$ cat config.mk
export PLATFORM = sky130hd
export DESIGN_NAME = sd_sample_fifo
export DESIGN_NICKNAME = d
export VERILOG_FILES = /design/src/rtl/ms_pkg.sv /design/src/rtl/sync_fifo.sv /design/src/rtl/sd_sample_fifo.sv
export SDC_FILE = /design/constraint.sdc
export NUM_CORES = 1
export LEC_CHECK = 0
export BUFFER_PORTS_ARGS = -buffer_cell sky130_fd_sc_hd__buf_4
export CORE_MARGIN = 3
export CORE_UTILIZATION = 61
export CTS_CLUSTER_SIZE = 30
export DETAILED_ROUTE_END_ITERATION = 10
export HOLD_SLACK_MARGIN = 0.08
export PLACE_DENSITY = 0.79
export SYNTH_ARGS = -nofsm -noshare
export SYNTH_HDL_FRONTEND = slang
export SYNTH_SLANG_ARGS = --single-unit
$ cat constraint.sdc
create_clock -name clk32 -period 3.8 [get_ports clk32]
set_input_delay 0.19 -clock clk32 [delete_from_list [all_inputs] [get_ports clk32]]
set_output_delay 0.19 -clock clk32 [all_outputs]
set_load 0.005 [all_outputs]
$ cat src/rtl/ms_pkg.sv
// Shared types for the SoundDrive sample path: channel count, FIFO entry layout
// and the pacing FSM state encoding.
package ms_pkg;

  localparam int NUM_CHN = 4;
  localparam int ENTRY_W = 10;

  typedef enum logic {
    ST_IDLE  = 1'b0,
    ST_BURST = 1'b1
  } sd_state_t;

  typedef struct packed {
    logic [1:0] chn;
    logic [7:0] data;
  } sd_entry_t;

endpackage

$ cat src/rtl/sync_fifo.sv
// Single-clock RAM FIFO with a combinational head read and registered
// level/full/empty that reflect the previous cycle's push and pop.
module sync_fifo #(
  parameter int DEPTH = 16,
  parameter int W     = 10
) (
  input  logic                     clk32,
  input  logic                     rst,
  input  logic                     push,
  input  logic                     pop,
  input  logic                     flush,
  input  logic [W-1:0]             din,
  output logic [W-1:0]             dout,
  output logic [$clog2(DEPTH):0]   level,
  output logic                     full,
  output logic                     empty
);

  localparam int AW = $clog2(DEPTH);
  localparam int LW = AW + 1;

  logic [W-1:0]  mem [DEPTH];
  logic [AW:0]   wp, rp;
  logic          push_ok, pop_ok;
  logic [LW-1:0] level_nxt;

  // A push into a full FIFO is still accepted when the head leaves the same cycle.
  assign push_ok = push && (!full || pop) && !flush;
  assign pop_ok  = pop && !empty && !flush;
  assign dout    = mem[rp[AW-1:0]];

  always_comb begin
    level_nxt = level;
    if (push_ok && !pop_ok)
      level_nxt = level + 1'b1;
    else if (!push_ok && pop_ok)
      level_nxt = level - 1'b1;
  end

  always_ff @(posedge clk32) begin
    if (push_ok)
      mem[wp[AW-1:0]] <= din;
  end

  always_ff @(posedge clk32 or posedge rst) begin
    if (rst) begin
      wp    <= '0;
      rp    <= '0;
      level <= '0;
      full  <= 1'b0;
      empty <= 1'b1;
    end else if (flush) begin
      wp    <= '0;
      rp    <= '0;
      level <= '0;
      full  <= 1'b0;
      empty <= 1'b1;
    end else begin
      if (push_ok)
        wp <= wp + 1'b1;
      if (pop_ok)
        rp <= rp + 1'b1;
      level <= level_nxt;
      full  <= (level_nxt == LW'(DEPTH));
      empty <= (level_nxt == '0);
    end
  end

endmodule

$ cat src/rtl/sd_sample_fifo.sv
// Buffered SoundDrive/Covox sample front-end: queues channel writes and replays
// them to the DAC stage in paced frames of at most one write per channel.
//
// state    | meaning
// ST_IDLE  | waiting for a rate tick (or a pending one) with data queued
// ST_BURST | popping one head entry per cycle until a channel repeats, FIFO empties or 4 sent
module sd_sample_fifo
  import ms_pkg::*;
#(
  parameter int DEPTH = 16,
  parameter int CW    = 12
) (
  input  logic                   clk32,
  input  logic                   rst,
  input  logic                   wr_stb,
  input  logic [1:0]             wr_chn,
  input  logic [7:0]             wr_data,
  input  logic [CW-1:0]          rate_div,
  input  logic                   flush,
  output logic                   out_stb,
  output logic [1:0]             out_chn,
  output logic [7:0]             out_data,
  output logic [$clog2(DEPTH):0] level,
  output logic                   full,
  output logic                   empty,
  output logic                   overflow
);

  sd_state_t            state, state_nxt;
  sd_entry_t            head;
  logic [NUM_CHN-1:0]   mask;
  logic [2:0]           nout;
  logic                 pend;
  logic [CW-1:0]        cnt;
  logic                 tick;
  logic                 head_ok;
  logic                 pop;

  sync_fifo #(
    .DEPTH (DEPTH),
    .W     (ENTRY_W)
  ) u_fifo (
    .clk32 (clk32),
    .rst   (rst),
    .push  (wr_stb),
    .pop   (pop),
    .flush (flush),
    .din   ({wr_chn, wr_data}),
    .dout  (head),
    .level (level),
    .full  (full),
    .empty (empty)
  );

  // Live compare so a lowered rate_div cuts the current period short.
  assign tick    = (cnt >= rate_div);
  assign head_ok = !empty && !mask[head.chn];

  always_ff @(posedge clk32 or posedge rst) begin
    if (rst)
      cnt <= '0;
    else if (flush || tick)
      cnt <= '0;
    else
      cnt <= cnt + 1'b1;
  end

  always_ff @(posedge clk32 or posedge rst) begin
    if (rst)
      state <= ST_IDLE;
    else
      state <= state_nxt;
  end

  always_comb begin
    state_nxt = state;
    case (state)
      ST_IDLE:  if ((tick || pend) && !empty) state_nxt = ST_BURST;
      ST_BURST: if (!head_ok || nout == 3'd3) state_nxt = ST_IDLE;
      default:  state_nxt = ST_IDLE;
    endcase
    if (flush)
      state_nxt = ST_IDLE;
  end

  always_comb begin
    pop = 1'b0;
    if (state == ST_BURST && head_ok && !flush)
      pop = 1'b1;
  end

  always_ff @(posedge clk32 or posedge rst) begin
    if (rst) begin
      mask <= '0;
      nout <= '0;
      pend <= 1'b0;
    end else if (flush) begin
      mask <= '0;
      nout <= '0;
      pend <= 1'b0;
    end else if (state == ST_IDLE) begin
      if (tick || pend) begin
        mask <= '0;
        nout <= '0;
        pend <= 1'b0;
      end
    end else begin
      if (tick)
        pend <= 1'b1;
      if (pop) begin
        mask[head.chn] <= 1'b1;
        nout           <= nout + 3'd1;
      end
    end
  end

  always_ff @(posedge clk32 or posedge rst) begin
    if (rst) begin
      out_stb  <= 1'b0;
      out_chn  <= '0;
      out_data <= '0;
    end else begin
      out_stb <= pop;
      if (pop) begin
        out_chn  <= head.chn;
        out_data <= head.data;
      end
    end
  end

  always_ff @(posedge clk32 or posedge rst) begin
    if (rst)
      overflow <= 1'b0;
    else if (flush)
      overflow <= 1'b0;
    else if (wr_stb && full && !pop)
      overflow <= 1'b1;
  end

endmodule

After elaboration in Yosys (flattened, before gate mapping)
Memory sizes are Yosys's and may differ from the RTL's.
Index checks and enable logic that the tools add are counted.
{ "word_totals": {"regBits": 50, "latch_bits": 0, "ramBits": 160, "rom_bits": 0, "output_inout_bits": 19, "elab_cells": 97, "n_memories": 1} }
{ "mem_list": {"columns": ["name", "words", "word_bits", "read_ports", "rd_ports_with_merged_regs", "wr", "line", "rtl"], "rows": [
  ["u_fifo.mem", 16, 10, 1, 0, 1, "sync_fifo.sv:22", "logic [W-1:0] mem [DEPTH];"]
]} }
{ "classes": {"n_addsub": 6, "n_mul": 0, "div_mod_pow": 0, "order_cmp": 3, "n_eq_ne": 4, "shifts": 0, "mux": 35, "bitwise": 2, "reduce_logical": 32} }
{ "op_table": {"columns": ["op", "n"], "rows": [
  ["5-bit two-way mux", 7],
  ["1-bit two-way mux", 16],
  ["4-bit two-way mux", 4],
  ["5-bit by 1-bit adder with 5-bit output (second input constant)", 3],
  ["1-bit logical AND", 13],
  ["12-bit by 1-bit adder with 12-bit output (second input constant)", 1],
  ["12-bit greater-or-equal comparator", 1],
  ["12-bit two-way mux", 1],
  ["3-bit two-way mux", 4],
  ["1-bit zero test", 8],
  ["3-bit by 2-bit inequality test with 1-bit output (second input constant)", 2],
  ["2-bit nonzero test", 3],
  ["5-bit == test (second input constant)", 1],
  ["5-bit zero test", 1],
  ["5-bit by 1-bit subtractor with 5-bit output (second input constant)", 1],
  ["1-bit logical OR", 4],
  ["4-bit OR", 1],
  ["2-bit AND reduction", 2],
  ["3-bit by 1-bit adder with 3-bit output (second input constant)", 1],
  ["3-bit by 2-bit == test with 1-bit output (second input constant)", 1],
  ["2-bit by 3-bit less-than comparator with 1-bit output (second input constant)", 1],
  ["3-bit nonzero test", 1],
  ["1-bit binary-select mux with 2-bit select", 1],
  ["1-bit demux with 2-bit select", 1],
  ["3 further kinds", 3]
]} }

Longest topological paths before layout
Gate-level depths: netlist of the first run.
An unclocked memory read counts as a cell.
{ "logic_depth": {"depth_word": 17, "mapped_depth": 12} }

By module
Synthesis of the first run repeated with hierarchy kept, for this count alone.
{ "unflattened": {"hier_cells": 553, "area_unflattened_um2": 8994.9} }
{ "by_module_without_submodules": {"columns": ["mod", "n_inst", "cells_each", "area_each_um2", "seq_area_each_um2"], "rows": [
  ["sync_fifo", 1, 378, 7200.7, 5181.2],
  ["sd_sample_fifo", 1, 175, 1794.2, 825.8]
]} }

Worst setup path after synthesis of the first run
OpenSTA, ideal clock, no wires.
{ "synth_timing": {"path_kind": "flip-flop to flip-flop", "from": "reg u_fifo.rp[0]", "to": "mem u_fifo.mem[10][0] (enable)", "setup_ns": 0.376, "t_arrival_ns": 2.840, "required_ns": 3.424, "setup_slack_ns": 0.584, "path_stages_with_launch": 10, "path_buffers": 1, "synth_period_minus_slack_ns": 3.216, "cell_sequence": "dfrtp_1 -> buf_6 -> mux4_2 -> a21oi_1 -> a211oi_1 -> a2111oi_1 -> o311ai_2 -> a211oi_1 -> nand3b_1 -> nor2_1"} }
{ "synth_between": {"elab_chain_len": 13} }
{ "synth_rtl": {"columns": ["element", "line", "rtl"], "rows": [
  ["from (decl)", "sync_fifo.sv:23", "logic [AW:0] wp, rp;"],
  ["from (signal assigned)", "sync_fifo.sv:62", "rp <= rp + 1'b1;"],
  ["memory read 16 x 10 bit", null, null],
  ["1-bit binary-select mux with 2-bit select", "sd_sample_fifo.sv:57", "assign head_ok = !empty && !mask[head.chn];"],
  ["1-bit two-way mux (not written as such)", "sd_sample_fifo.sv:57", null],
  ["1-bit zero test", "sd_sample_fifo.sv:57", null],
  ["1-bit logical AND", "sd_sample_fifo.sv:57", null],
  ["1-bit logical AND (2 in a row)", "sd_sample_fifo.sv:88", "if (state == ST_BURST && head_ok && !flush)"],
  ["1-bit two-way mux", "sd_sample_fifo.sv:88", null],
  ["1-bit logical OR", "sync_fifo.sv:28", "assign push_ok = push && (!full || pop) && !flush;"],
  ["1-bit logical AND (2 in a row)", "sync_fifo.sv:28", null],
  ["1-bit two-way mux", "sync_fifo.sv:41", "if (push_ok)"],
  ["1-bit two-way mux (not written as such)", "sync_fifo.sv:42", "mem[wp[AW-1:0]] <= din;"],
  ["to (decl)", "sync_fifo.sv:22", null]
]} }
No other way between the ends. The select of a mux whose other input is x is not followed.

Worst setup path in the final report of the first run
{ "layout_timing": {"from": "reg u_fifo.rp[0]", "to": "mem u_fifo.mem[10][5] (enable)"} }
The elaborated chain is that of the path after synthesis.

==> flow_summary.ini, run 1 <==
[detailed_routing]
drt_iter0_markers = 470
drcViolationCount = 0
final_antenna_net_count = 0
route.vias.total = 5587
finalWirelength_mm = 20.2
via_per_inst = 6.42
drtPass1Iterations = 6
post_drt_wl_per_cell_um = 23.3

[cts]
clockRootBuffer = clkbuf_16
cts.sinks = 208
numCtsBuffers = 21
worstSkewPairLatency_ps = 500
path_clk_slew_ps = 70
h-tree-depth = 1
clock_path_buffers = 3
tritoncts = built

[finish]
regArea_sq_um = 6010
drive_gt1_share_pct = 22.9
areaGrowthSynthToFinish_pct = 16.9
diodes = 0
multi_input_area_sq_um = 2810
fillers = 830
nets = 723

[global_routing]
grt_max_degree = 49
grt_pass1_vias = 5777
grt_pass1_wl_mm = 31.8
busiest_layer = met2
use_met3_pct = 5.79
grt.met2_usage_pct = 42.9
gr-usage-met1_pct = 32.4
grtUsageTotal_pct = 25.5
overflow = 0
antenna_found_initial = 0

[critical_path]
worstPathArrival_ps = 3710
cp-startpoint = u_fifo.rp[0]
cp-end-kind = flip-flop
crit_fanout = 9
crit_end = u_fifo.mem[10][5]
r2r_slack_ps = 290
startpoint_type = flip-flop
r2r_cells = 11
required_ps = 4000
crit_type = reg -> reg
reg2reg_to = u_fifo.mem[10][5]
timing.rr.start = u_fifo.rp[0]

[timing]
setup_violations = 0
fmax_ghz = 0.285
rsz0062_at_grt = false
worstMarginPinSlew_ps = 1060
relSlewSlack_pct = 28.9
skew_ps = 9.35
period_needed_ps = 3510
finalCritPeriodShare_pct = 92.4
finalMaxSlewViolations = 0
final-hold-violation-count = 0
tns_ps = 0

[power]
p_per_area_nw_per_um2 = 460
irDropWorstVdd_mv = 0.420
p_leak_nw = 3.96
power.total_w = 0.00486

[min_path]
hold_depth = 6
hp-class = in -> reg

[synth]
synth_cell_type_count = 58
synth_warnings = 0
synthTopCellsByArea = edfxtp_1 53%, dfrtp_1 13%, mux4_2 7.7%, ha_1 3.0%, mux2i_1 2.7%
ys_ff_latch = 208
netlist_area_sq_um = 9040
ys.flop_type = edfxtp_1
synth_edf_count = 160
synth_fp_nets = 639
synth_area_per_cell_sq_um = 15.3
syn_inst = 591
synth_top_cell_by_area = edfxtp_1
synth_top_area_share_pct = 53.2
synth_commonest_cells = 160 x edfxtp_1, 47 x dfrtp_1, 37 x nor2_1
synthArstFlopShare_pct = 23.1
synth.most_common_cell = edfxtp_1
ys_seq_area_share_pct = 66.5

[floorplanning]
die_h_um = 128
rows = 43
core-area_sq_um = 14200
start_util_pct = 63.6
pin_count = 45
die-area_sq_um = 16300
die_w_um = 128

[run]
drv_cap = 0

[placed_design]
globalplace.congestion = 0.929
portBuffers = 44
dp_hpwl_mm = 13.6

[run_status]
outcome = complete, no violations
registers in the layout, indices dropped and copies added (netlist names):
name	cells
overflow	1
u_fifo.full	1
state	1
u_fifo.mem	160
pend	1
u_fifo.wp	4
u_fifo.level	5
cnt	12
out_data	8
u_fifo.rp	4
u_fifo.empty	1
nout	3
out_chn	2
mask	4
out_stb	1
power by group:
group,leakage [nW],switching (W),internal [W]
clock,0.351,0.000851,0.00131
sequential,2.10,0.0000212,0.00248
combinational,1.51,0.000119,0.0000817
metrics by stage:
stage | instance area (sq um) | std cells | hold slack [ps] | utilization (%) | setup WS [ps]
after floorplan | 9040 | 591 | 289 | - | 584
after global placement | 9690 | 818 | 468 | 68.2 | 194
after detailed placement | 9690 | 818 | 477 | 68.2 | 31.6
after CTS | 10600 | 870 | 318 | 74.3 | 54.0
after global routing | 10600 | 870 | 363 | 74.4 | 12.4
final | 10600 | 870 | 321 | 74.4 | 289
what timing repair did:
item / 4_1_cts / 5_1_grt
hold buffers: 14 / 0
hold endpoints to repair: 222 / 0
setup endpoints to repair: 5 / 160
cloned: 0 / 0
gates resized for setup: 1 / 8
setup buffers: 0 / 0
logic make-up (layout without fill, tap and decap cells):
kind of cell               Yosys count  count (layout)  share of synthesized area, %
muxes                               58              58                          10.8
xor gates and xnor gates            18              18                          1.74
DFF                                208             208                          66.5
buffers and inverters               59             158                          2.74
and+or+nand+nor                    135             135                          7.60
adders and majority gates           22              22                          3.05
AOI/OAI and AO/OA                   91              91                          7.64
final cells by class:
type                            count  share of cell area, %
Sequential cell                   208                   56.9
Multi-Input combinational cell    324                   26.6
Timing Repair Buffer               85                   6.37
Clock buffer                       25                   5.21
Tap cell                          180                   2.13
Clock inverter                     13                   1.59
Inverter                           35                   1.24
worst min-delay path by stage:
| stage | start | to | slack [ps] |
|---|---|---|---|
| 3_3_place_gp | out_data[7] | out_data[7] | 470 |
| 6_report | rate_div[11] | pend | 320 |
| 2_1_floorplan | wr_data[0] | u_fifo.mem[0][0] | 290 |
| 5_1_grt | rate_div[11] | pend | 360 |
| 3_5_place_dp | out_data[4] | out_data[4] | 480 |
| 4_1_cts | rate_div[11] | pend | 320 |
layer usage:
metal | routed length [um] | up-vias
li1 | - | 2456
met1 | 7530 | 2773
met2 | 10200 | 295
met3 | 1690 | 63
met4 | 864 | 0
met5 | 0 | -
worst max-delay path, cell delays in order, from the launching register on:
cell and delay (ps):
dfrtp_2 470, mux4_2 580, a21oi_1 170, a211oi_1 100
a2111oi_1 390, buf_4 190, o311ai_4 100, a211oi_2 370
buf_4 200, nand3b_1 140, nor2_1 250, buf_4 230
cells in the final DEF (no fill, tap or decap), types with 3 or more instances in the layout:
| cell type | Yosys | layout |
|---|---|---|
| edfxtp_1 | 160 | 160 |
| buf_4 | 0 | 71 |
| dfrtp_1 | 47 | 46 |
| nor2_1 | 37 | 37 |
| inv_1 | 34 | 33 |
| mux4_2 | 31 | 31 |
| nand2_1 | 25 | 25 |
| mux2i_1 | 24 | 24 |
| ha_1 | 22 | 22 |
| clkbuf_16 | 0 | 21 |
| o21ai_0 | 17 | 17 |
| nand3_1 | 16 | 16 |
| dlygate4sd3_1 | 0 | 14 |
| a21o_1 | 12 | 12 |
| a21oi_1 | 11 | 11 |
| xnor2_1 | 10 | 10 |
| xor2_1 | 8 | 8 |
| and2_1 | 16 | 8 |
| and3_1 | 8 | 8 |
| a221oi_1 | 8 | 8 |
| a222oi_1 | 8 | 8 |
| and2_2 | 0 | 8 |
| nand3b_1 | 6 | 6 |
| nand4_1 | 6 | 6 |
| nor2b_1 | 5 | 5 |
| a211oi_1 | 6 | 5 |
| bufinv_16 | 0 | 4 |
| clkinv_2 | 0 | 4 |
| nand2b_1 | 3 | 3 |
| a22oi_1 | 3 | 3 |
| mux2_2 | 3 | 3 |
| nor3_1 | 3 | 3 |
| or4_1 | 3 | 3 |
| clkbuf_1 | 15 | 3 |
| clkinv_1 | 0 | 3 |
No activity file was read; power rests on OpenSTA's default activity.
==> inputs of run 2 (changes only) <==
CORE_MARGIN = 2   (was 3)
RECOVER_POWER = 25   (was not set)
SYNTH_HIERARCHICAL = 1   (was not set)
==> run 2 against run 1 <==
  * Critical path depth grew 2
  * Global-route usage is 1.4 points lower
  * Register-to-register slack got worse by 130 ps
  * Power down 0.95%
  * Final cell count shrank 3.7%
  * Critical endpoint is now u_fifo/mem[14][2]
  * Largest power group unchanged
==> flow_summary.ini, run 2 <==
[critical_path]
cp_num_buf_inv = 1
worstPathArrival_ps = 3810
crit_fanout = 10
required_ps = 3980
r2r_slack_ps = 160
slowest_delay_ps = 570
r2r_cells = 13
crit_type = reg -> reg
startpoint_type = flip-flop
path_depth = 13
crit_chain = mux4_1 -> nor2b_1 -> a211oi_1 -> a21oi_2 -> mux2i_1 -> and3b_1 -> a21oi_2 -> nor2_2 -> nand2b_4 -> and2_1 -> nand3_1 -> nor2_1 -> buf_4
cp_slowest_cell = mux4_1
crit_end = u_fifo/mem[14][2]
cp_common_cell = a21oi_2
cp_top_family = simple AND/OR/NAND/NOR gates
cp-end-kind = flip-flop
cp-startpoint = u_fifo/rp[0]
reg2reg_to = u_fifo/mem[14][2]
timing.rr.start = u_fifo/rp[0]

[timing]
setup_violations = 0
fmax_ghz = 0.275
worstMarginPinSlew_ps = 810
period_needed_ps = 3640
finalMaxSlewViolations = 0
tns_ps = 0
final-hold-violation-count = 0
relSlewSlack_pct = 46.0
finalCritPeriodShare_pct = 95.7
skew_ps = 24.5

[synth]
synth_edf_count = 160
synth_warnings = 6
synth_fp_nets = 601
synthArstFlopShare_pct = 23.1
synthTopCellsByArea = edfxtp_1 53%, dfrtp_1 13%, mux4_2 9.3%, ha_1 3.1%, nor2_1 2.2%
synth_top_area_share_pct = 53.4
synth_top_cell_by_area = edfxtp_1
ys_ff_latch = 208
ys.flop_type = edfxtp_1
synth_cell_type_count = 57
netlist_area_sq_um = 8990
synth_area_per_cell_sq_um = 16.3
syn_inst = 553
synth_commonest_cells = 160 x edfxtp_1, 52 x nor2_1, 47 x dfrtp_1
synth.most_common_cell = edfxtp_1
ys_seq_area_share_pct = 66.8

[power]
irDropWorstVdd_mv = 0.386
power.total_w = 0.00481
p_per_area_nw_per_um2 = 459
p_leak_nw = 3.85

[floorplanning]
start_util_pct = 62.1
rows = 44
core-area_sq_um = 14500
die_w_um = 125
die_h_um = 125
die-area_sq_um = 15700
pin_count = 45

[cts]
clock_path_buffers = 3
numCtsBuffers = 21
clockRootBuffer = clkbuf_16
worstSkewPairLatency_ps = 500
cts.sinks = 208
tritoncts = built
h-tree-depth = 1
path_clk_slew_ps = 60

[finish]
drive_gt1_share_pct = 26.6
utilization_pct = 72.4
areaGrowthSynthToFinish_pct = 16.6
nets = 687
largest_reg_flops = 160
final_common_cell = edfxtp_1
diodes = 0
mostFrequentLayoutCells = 160 x edfxtp_1, 67 x buf_4, 51 x nor2_1, 46 x dfrtp_1, 37 x mux4_2

[global_routing]
busiest_layer = met2
use_met3_pct = 3.81
grt_pass1_vias = 5328
grt_pass1_wl_mm = 29.2
grtUsageTotal_pct = 24.1
antenna_found_initial = 0
gr-usage-met1_pct = 32.4
grt.met2_usage_pct = 41.2
overflow = 0
grt_max_degree = 34

[detailed_routing]
drcViolationCount = 0
via_per_inst = 6.11
finalWirelength_mm = 18.5
route.vias.total = 5122
final_antenna_net_count = 0
post_drt_wl_per_cell_um = 22.0
drt_iter0_markers = 502
drtPass1Iterations = 5

[placed_design]
portBuffers = 44
dp_hpwl_mm = 11.9
globalplace.congestion = 0.822

[run]
drv_cap = 0

[min_path]
hp-class = in -> async

[run_status]
outcome = complete, no violations
==> run 2: cell count changes in the layout (fill, tap and decap cells not counted), moves of 8 or more <==
cell      before  now
and2_2         8    0
clkbuf_1       3   11
o21ai_0       17    1
mux2i_1       24   14
nor2_1        37   51
a221oi_1       8    0
inv_1         33   25
nand3_1       16    7
a21o_1        12    2
a222oi_1       8    0
==> run 2: per-layer routing <==
layer  wire length [um]  vias to the layer above  share of wire (%)
met4                467                        0                2.5
met5                  0                        -                  0
met1               7400                     2615                 40
met2               9420                      185                 51
li1                   -                     2281                  -
met3               1170                       41                6.4
==> run 2: final cells by class <==
cell class,instances,area (sq um)
Sequential cell,208,6010
Fill cell,888,3990
Multi-Input combinational cell,292,2750
Timing Repair Buffer,91,688
Clock buffer,23,533
Tap cell,184,230
Clock inverter,15,189
Inverter,25,93.8
==> run 2: power breakdown <==
group | internal [W] | switching, W | total, W
Combinational | 0.0000755 | 0.000110 | 0.000185
Sequential | 0.00247 | 0.0000189 | 0.00249
Clock | 0.00129 | 0.000840 | 0.00213
==> run 2: repair_timing <==
action | 4_1_cts | 5_1_grt
endpoints found under the setup margin | 0 | 162
gates resized for setup | 0 | 5
setup buffers | 0 | 1
hold endpoints to repair | 218 | 0
hold buffers | 14 | 0
==> run 2: per-stage QoR <==
| step | hold slack (ps) | instances | cell area [sq um] | setup WS [ps] |
|---|---|---|---|---|
| after floorplan | 90.8 | 553 | 9020 | -116 |
| after global placement | 298 | 785 | 9640 | 211 |
| after detailed placement | 319 | 785 | 9640 | 68.9 |
| after CTS | 364 | 837 | 10500 | 12.3 |
| after global routing | 412 | 838 | 10500 | -121 |
| final | 360 | 838 | 10500 | 163 |
==> run 2: logic make-up (layout without fill, tap and decap cells) <==
kind of cell	after synthesis	count (layout)	synth area share, %
AOI/OAI and AO/OA	56	56	4.85
xor gates and xnor gates	20	20	1.95
adders and majority gates	22	22	3.06
buffers and inverters	53	154	3.10
DFF	208	208	66.8
muxes	64	64	13.0
and+or+nand+nor	130	130	7.30
==> run 2: worst reg2reg max path, cell delays in order, from the launching register on <==
cell,delay [ps]
dfrtp_2,470
mux4_1,570
nor2b_1,150
a211oi_1,320
a21oi_2,150
mux2i_1,230
and3b_1,220
a21oi_2,50
nor2_2,160
nand2b_4,170
and2_1,200
nand3_1,180
nor2_1,200
buf_4,240
==> run 2: how the worst min path moves through the flow <==
stage / endpoint / start / slack (ps) / cells past startpoint
2_1_floorplan: u_fifo/full / rst / 90 / 1
3_3_place_gp: u_fifo/full / rst / 300 / 2
3_5_place_dp: u_fifo/full / rst / 320 / 2
4_1_cts: pend / rate_div[11] / 360 / 6
5_1_grt: u_fifo/rp[0] / rst / 410 / 3
6_report: u_fifo/rp[0] / rst / 360 / 3
